===== src/rtl/dmem_ctrl.sv =====
// Data-memory controller: accepts one load/store at a time from the pipeline and drives a
// valid/ready memory port. It formats the load data, builds the store byte lanes and aborts on timeout.
module dmem_ctrl #(
    parameter int TIMEOUT_CYCLES = 255
) (
    input  logic        clk,
    input  logic        reset,
    input  logic        req_valid,
    input  logic        req_we,
    input  logic [31:0] req_addr,
    input  logic [31:0] req_wdata,
    input  logic [1:0]  st_size,
    input  logic [2:0]  ld_size,
    output logic        stall,
    output logic [31:0] rdata,
    output logic        rdata_valid,
    output logic        done,
    output logic        misaligned,
    output logic        bus_error,
    output logic        mem_req_valid,
    input  logic        mem_req_ready,
    output logic [29:0] mem_addr,
    output logic [3:0]  mem_we,
    output logic [31:0] mem_wdata,
    input  logic        mem_resp_valid,
    input  logic [31:0] mem_resp_data,
    output logic [1:0]  state_dbg
);

    typedef enum logic [1:0] {IDLE = 2'd0, REQ = 2'd1, RESP = 2'd2, DONE = 2'd3} state_t;

    localparam logic [15:0] TO_LAST = 16'(TIMEOUT_CYCLES - 1);

    state_t      state_q, state_d;
    logic [15:0] cnt_q;
    logic [31:0] addr_q;
    logic        we_q;
    logic [2:0]  ld_size_q;
    logic [3:0]  mem_we_q;
    logic [31:0] mem_wdata_q;
    logic [31:0] rdata_q;
    logic        err_q;

    logic        accept, abort, half_op, word_op, timeout_hit;
    logic [3:0]  lane_we;
    logic [31:0] lane_wdata, load_fmt;
    logic [7:0]  ld_byte;
    logic [15:0] ld_half;

    assign half_op = req_we ? (st_size == 2'b01) : (ld_size[1:0] == 2'b01);
    assign word_op = req_we ? st_size[1] : ld_size[1];
    assign misaligned = (state_q == IDLE) && req_valid &&
                        ((half_op && req_addr[0]) || (word_op && (req_addr[1:0] != 2'b00)));
    assign timeout_hit = (cnt_q == TO_LAST);

    // Memory port: mem_req_valid stays high with stable fields until mem_req_ready is sampled high on a
    // rising edge. That edge transfers the request. mem_resp_valid counts only while the controller is in RESP.
    assign mem_req_valid = (state_q == REQ);
    assign mem_addr      = addr_q[31:2];
    assign mem_we        = mem_we_q;
    assign mem_wdata     = mem_wdata_q;

    assign stall       = ((state_q == IDLE) && req_valid && !misaligned) ||
                         (state_q == REQ) || (state_q == RESP);
    assign done        = (state_q == DONE);
    assign rdata_valid = (state_q == DONE) && !we_q && !err_q;
    assign bus_error   = (state_q == DONE) && err_q;
    assign rdata       = rdata_q;
    assign state_dbg   = state_q;

    always_comb begin
        lane_we    = 4'b1111;
        lane_wdata = req_wdata;
        case (st_size)
            2'b00: begin
                lane_we    = 4'b0001 << req_addr[1:0];
                lane_wdata = {4{req_wdata[7:0]}};
            end
            2'b01: begin
                lane_we    = 4'b0011 << {req_addr[1], 1'b0};
                lane_wdata = {2{req_wdata[15:0]}};
            end
            default: ;
        endcase
    end

    always_comb begin
        ld_byte  = mem_resp_data[8*addr_q[1:0] +: 8];
        ld_half  = addr_q[1] ? mem_resp_data[31:16] : mem_resp_data[15:0];
        load_fmt = mem_resp_data;
        case (ld_size_q)
            3'b000:  load_fmt = {{24{ld_byte[7]}}, ld_byte};
            3'b001:  load_fmt = {{16{ld_half[15]}}, ld_half};
            3'b100:  load_fmt = {24'h0, ld_byte};
            3'b101:  load_fmt = {16'h0, ld_half};
            default: load_fmt = mem_resp_data;
        endcase
    end

    // A completion in the last permitted cycle takes precedence over the timeout.
    always_comb begin
        state_d = state_q;
        accept  = 1'b0;
        abort   = 1'b0;
        case (state_q)
            IDLE: begin
                if (req_valid && !misaligned) begin
                    state_d = REQ;
                    accept  = 1'b1;
                end
            end
            REQ: begin
                if (mem_req_ready) begin
                    state_d = we_q ? DONE : RESP;
                end else if (timeout_hit) begin
                    state_d = DONE;
                    abort   = 1'b1;
                end
            end
            RESP: begin
                if (mem_resp_valid) begin
                    state_d = DONE;
                end else if (timeout_hit) begin
                    state_d = DONE;
                    abort   = 1'b1;
                end
            end
            default: state_d = IDLE;
        endcase
    end

    always_ff @(posedge clk or posedge reset) begin
        if (reset) begin
            state_q     <= IDLE;
            cnt_q       <= 16'h0;
            addr_q      <= 32'h0;
            we_q        <= 1'b0;
            ld_size_q   <= 3'b0;
            mem_we_q    <= 4'b0;
            mem_wdata_q <= 32'h0;
            rdata_q     <= 32'h0;
            err_q       <= 1'b0;
        end else begin
            state_q <= state_d;
            if (accept) begin
                addr_q      <= req_addr;
                we_q        <= req_we;
                ld_size_q   <= ld_size;
                mem_we_q    <= req_we ? lane_we : 4'b0000;
                mem_wdata_q <= req_we ? lane_wdata : 32'h0;
                cnt_q       <= 16'h0;
                err_q       <= 1'b0;
            end else if ((state_q == REQ) || (state_q == RESP)) begin
                cnt_q <= cnt_q + 16'h1;
            end
            if (abort) begin
                err_q <= 1'b1;
            end
            if ((state_q == RESP) && mem_resp_valid) begin
                rdata_q <= load_fmt;
            end
        end
    end

endmodule


===== config.mk =====
export PLATFORM = sky130hd
export DESIGN_NAME = dmem_ctrl
export DESIGN_NICKNAME = d
export VERILOG_FILES = /design/src/rtl/dmem_ctrl.sv
export SDC_FILE = /design/constraint.sdc
export NUM_CORES = 1
export LEC_CHECK = 0
export ABC_AREA = 1
export BUFFER_PORTS_ARGS = -buffer_cell sky130_fd_sc_hd__buf_2
export CAP_MARGIN = 5
export CORE_MARGIN = 2
export CORE_UTILIZATION = 40
export CTS_CLUSTER_DIAMETER = 100
export DETAILED_ROUTE_END_ITERATION = 12
export GPL_ROUTABILITY_DRIVEN = 0
export GPL_TIMING_DRIVEN = 0
export PLACE_DENSITY = 0.62
export SLEW_MARGIN = 15
export SYNTH_ARGS = -nofsm -noshare
export SYNTH_HDL_FRONTEND = slang
export SYNTH_SLANG_ARGS = --single-unit

===== constraint.sdc =====
create_clock -name clk -period 4.72 [get_ports clk]
set_input_delay 0.708 -clock clk [delete_from_list [all_inputs] [get_ports clk]]
set_output_delay 0.708 -clock clk [all_outputs]
set_load 0.1 [all_outputs]

# --- Word level (Yosys, flattened, before mapping) ---
# Index checks and enable logic that the tools add are counted.
classes:
  addsub: 1
  n_eq_ne: 10
  n_shift: 3
  mux: 24
  reduce_logical: 23
op_table:
  columns: ["op", "n"]
  rows:
  - ["case mux 32 bit (4 select lines)", 1]
  - ["case mux 32 bit (2 select lines)", 1]
  - ["2-to-1 mux 16 bit", 3]
  - ["2-to-1 mux 32 bit", 1]
  - ["variable part select 32 x 6 -> 8 bit", 1]
  - ["adder 16 x 1 -> 16 bit, second input constant", 1]
  - ["== test 16 x 8 -> 1 bit, second input constant", 1]
  - ["logical AND 1 bit", 10]
  - ["2-to-1 mux 1 bit", 10]
  - ["2-to-1 mux 2 bit", 4]
  - ["case mux 4 bit (2 select lines)", 1]
  - ["== test 2 x 1 -> 1 bit, second input constant", 3]
  - ["== test 3 bit, second input constant", 2]
  - ["case mux 2 bit (3 select lines)", 1]
  - ["nonzero test 2 bit", 3]
  - ["== test 2 bit, second input constant", 2]
  - ["logical NOT 2 bit", 2]
  - ["logical OR 1 bit", 4]
  - ["2-to-1 mux 4 bit", 1]
  - ["<< shifter 1 x 2 -> 4 bit, first input constant", 1]
  - ["<< shifter 2 x 2 -> 4 bit, first input constant", 1]
  - ["== test 3 x 1 -> 1 bit, second input constant", 1]
  - ["logical NOT 1 bit", 3]
  - ["logical NOT 3 bit", 1]
  - ["2 further kinds", 2]
totals:
  reg_bits: 123
  input_bits: 107
  out_inout_bits: 106
  word_cells: 70

# --- Depth between registers and ports, before layout ---
depth:
  depth_word: 11
  depth_mapped: 11
  mapped_depth_nobuf: 10

# --- Least setup slack after synthesis ---
# OpenSTA, ideal clock, no wires.
synth_path:
  path_type: "register to output"
  start: "register state_q[1], in the netlist state_dbg[1]"
  end: "output port rdata_valid"
  t_arrival_ns: 3.353
  required_time_ns: 4.012
  slack_ns: 0.659
  path_stages_with_launch: 4
  n_path_buf: 0
  cell_sequence: "dfrtp_1 > ha_1 > nand2_1 > nor2_1"
synth_between:
  elab_chain_len: 3
synth_rtl:
  columns: ["item", "line", "source"]
  rows:
  - ["start: declaration", "34", "state_t state_q, state_d;"]
  - ["start signal: assignment", "144", "state_q <= state_d;"]
  - ["== test 2 bit", null, null]
  - ["via done", "17", "output logic done,"]
  - ["logical AND 1 bit (2 in a row)", "66", "assign rdata_valid = (state_q == DONE) && !we_q && !err_q;"]
  - ["end: declaration", "16", "output logic rdata_valid,"]
# The timed path passes the listed nets, and every way through them passes these cells.

# --- Worst setup path after layout ---
layout_path:
  start: "register state_q[0], in the netlist state_dbg[0]"
  end: "output port stall"
layout_between:
  elab_chain_len: 7
  elab_cells_between_ends: 9
  cone_classes: "eq/ne: 2; reduce/logical: 7"
layout_rtl:
  columns: ["item", "line", "source"]
  rows:
  - ["logical NOT 2 bit", "52, 63", null]
  - ["logical AND 1 bit", "52, 63", null]
  - ["logical AND 1 bit", "52", "assign misaligned = (state_q == IDLE) && req_valid &&"]
  - ["logical NOT 1 bit", "63", "assign stall = ((state_q == IDLE) && req_valid && !misaligned) ||"]
  - ["logical AND 1 bit", "63", null]
  - ["logical OR 1 bit", "63", null]
  - ["logical OR 1 bit (*)", "64", "(state_q == REQ) || (state_q == RESP);"]
  - ["end: declaration", "14", "output logic stall,"]
# Every way passes the cells marked *; elsewhere a longest branch is shown, timed or not.

==> impl_metrics.env <==
export IMPL_slew_violations=0
export IMPL_worst_hold_slack_ns=0.374
export IMPL_wl_met2_um=8760
export IMPL_synthTopCellsByArea="dfrtp_1 (47%), nand2_1 (20%), nor2_1 (5.1%), buf_4 (4.0%), inv_1 (3.9%)"
export IMPL_clockBufferDepth=2
export IMPL_ys_async_sr_fraction_pct=100
export IMPL_synth_seq_cells=123
export IMPL_synthMuxAreaShare_pct=0
export IMPL_syn_inst=893
export IMPL_nets=1237
export IMPL_via_per_inst=4.68
export IMPL_drive_gt1_share_pct=28.3
export IMPL_wl_met3_um=1510
export IMPL_synth_fp_nets=1006
export IMPL_grt_pass1_vias=6260
export IMPL_worst_slew_pin_slew_ns=0.612
export IMPL_ctsResizeCount=0
export IMPL_synth_compound_area_share_pct=8.42
export IMPL_worstSetupPathType="register to output pin"
export IMPL_die_w_um=132
export IMPL_start_util_pct=41.1
export IMPL_maxCapViolCount=0
export IMPL_hold_class="primary input to asynchronous set/reset pin"
export IMPL_ant_nets=0
export IMPL_max_freq_mhz=327
export IMPL_setup_violations_final=0
export IMPL_n_antenna_cell=0
export IMPL_cts_buffers=17
export IMPL_drt_iter0_drc=353
export IMPL_clk_root_buffer_cell="clkbuf_16"
export IMPL_multiInputGateArea_um2=2770
export IMPL_worstPathArrival_ns=2.35
export IMPL_grt_util_all_layers_pct=22.4
export IMPL_seqCellArea_um2=3080
export IMPL_relSlewSlack_pct=59.2
export IMPL_reg2reg_slack_ns=2.70
export IMPL_grt_max_degree=66
export IMPL_postCtsHoldBufs=0
export IMPL_avgSynthCellArea_um2=7.31
export IMPL_top_layer_used="met4"
export IMPL_crit_path_start_kind="register"
export IMPL_synthToLayoutAreaGrowth_pct=29.3
export IMPL_finClkSkew_ns=0.00655
export IMPL_stdcell_area_um2=8430
export IMPL_fp_dieH_um=132
export IMPL_ys_warn_count=0
export IMPL_clock_latency_ns=0.41
export IMPL_outcome="finished clean"
export IMPL_rsz0062_at_grt="no"
export IMPL_rr_worst_depth=9
export IMPL_clock_sinks=123
export IMPL_h_tree_depth=4
export IMPL_synth_largest_area_cell="dfrtp_1"
export IMPL_fillerInstances=1659
export IMPL_synth_edf_count=0
export IMPL_drc=0
export IMPL_synth_xor_area_share_pct=0.403
export IMPL_crit_end="stall"
export IMPL_synth_top_family_by_area="simple AND/OR/NAND/NOR gates"
export IMPL_critPathRequiredTime_ns=4.01
export IMPL_critPathCaptureType="output pin"
export IMPL_overflow=0
export IMPL_cts_tree="built"
export IMPL_detailed_place_hpwl_um=14300
export IMPL_routedWlPerCell_um=14.0
export IMPL_synth_area_um2=6520
export IMPL_setup_tns_ns=0
export IMPL_antenna_found_initial=0
export IMPL_placedInstanceArea_um2=7880
export IMPL_rows=46
export IMPL_ios=213
export IMPL_netlist_area_leader_share_pct=47.2
export IMPL_hold_viol=0
export IMPL_rr_startpoint="state_dbg[0]"
export IMPL_port_buffers=211
export IMPL_clkTransAtPathRegs_ns=0.06
export IMPL_synthAdderAreaFrac_pct=1.15
export IMPL_vias=6317
export IMPL_ys_types=30
export IMPL_cts_setup_buffers=0
export IMPL_wl_um=18900
export IMPL_synth_simple_area_share_pct=32.4
export IMPL_core_area_um2=15900
export IMPL_r2r_end="cnt_q[10]"
export IMPL_firstDrtPassIters=5
export IMPL_yosysSeqAreaShare_pct=47.2
export IMPL_fin_crit_sh_pct=64.7
export IMPL_synth_flop_cell="dfrtp_1"
export IMPL_crit_start="state_dbg[0]"
export IMPL_drt_met1_wl_um=8250
export IMPL_die_area_um2=17300
export IMPL_critPathMaxFanout=10
export IMPL_period_needed_ns=3.06
export IMPL_grt_pass1_wl_um=31000
-- worst min-delay path by stage --
stage | startpoint | slack (ns) | endpoint
finish | reset | 0.37 | addr_q[10]
global route | reset | 0.42 | addr_q[13]
CTS | reset | 0.40 | addr_q[10]
detailed placement | mem_wdata[1] | 0.46 | mem_wdata[1]
global placement | mem_wdata[4] | 0.46 | mem_wdata[4]
floorplan | addr_q[10] | 0.45 | addr_q[10]
-- critical path, cell delays in order, from the launching register on --
cell     delay (ns)
dfrtp_1        0.43
inv_1          0.12
ha_1           0.26
nand3_4        0.20
buf_4          0.23
buf_2          0.20
nand2_1        0.07
buf_2          0.41
-- Yosys cell counts (6+ instances only) --
cell and number:
nand2_1 356, dfrtp_1 123, nor2_1 88, inv_1 68, nand3_1 48, a21oi_1 41
buf_4 35, o21ai_0 33, or2_2 19, buf_2 18, clkbuf_1 11, o21bai_1 9
ha_1 6, nor3_1 6
-- sequential cells by signal, indices dropped and copies added, names as in the netlist --
| signal | count |
|---|---|
| addr_q | 32 |
| cnt_q | 16 |
| err_q | 1 |
| ld_size_q | 3 |
| mem_wdata | 32 |
| mem_we | 4 |
| rdata | 32 |
| state_dbg | 2 |
| we_q | 1 |
-- per-layer routing --
layer / vias up / track usage [%]
li1: 3215 / -
met1: 2845 / 28.6
met2: 222 / 35.9
met3: 35 / 6.48
met4: 0 / 8.94
met5: - / 0
-- cell usage in the layout, fill, tap and decap left out, drive strengths merged --
cell / instances
nand2: 356
buf: 269
dfrtp: 123
nor2: 89
inv: 72
nand3: 50
a21oi: 41
o21ai: 34
clkbuf: 30
or2: 19
o21bai: 9
nor3: 6
ha: 6
clkinv: 6
o211ai: 4
o2111ai: 4
clkinvlp: 4
o22ai: 3
nand3b: 2
a31oi: 2
xor2: 2
and3: 1
xnor2: 1
o211a: 1
bufinv: 1
-- final cells by class --
| class | count | area share, % |
|---|---|---|
| Multi-Input combinational cell | 630 | 32.8 |
| Tap cell | 216 | 3.20 |
| Inverter | 72 | 3.26 |
| Buffer | 68 | 4.85 |
| Sequential cell | 123 | 36.5 |
| Timing Repair Buffer | 212 | 12.8 |
| Clock inverter | 11 | 1.16 |
| Clock buffer | 19 | 5.37 |
-- stage by stage --
stage	setup WS (ns)	cells	utilization (%)
after floorplan	0.659	893	-
after CTS	1.61	1351	53.1
final	1.66	1351	53.1
after global placement	-0.908	1320	49.4
after detailed placement	1.70	1321	49.6
after global routing	1.48	1351	53.1
-- kinds of logic after synthesis --
kind of cell	after synthesis
compound gates	98
xor+xnor	3
fa+ha+maj	6
buf+inv	140
flops	123
simple gates	523
Power is not shown: default switching activity piles up to over one toggle a cycle in this logic, so the estimate is an artifact.
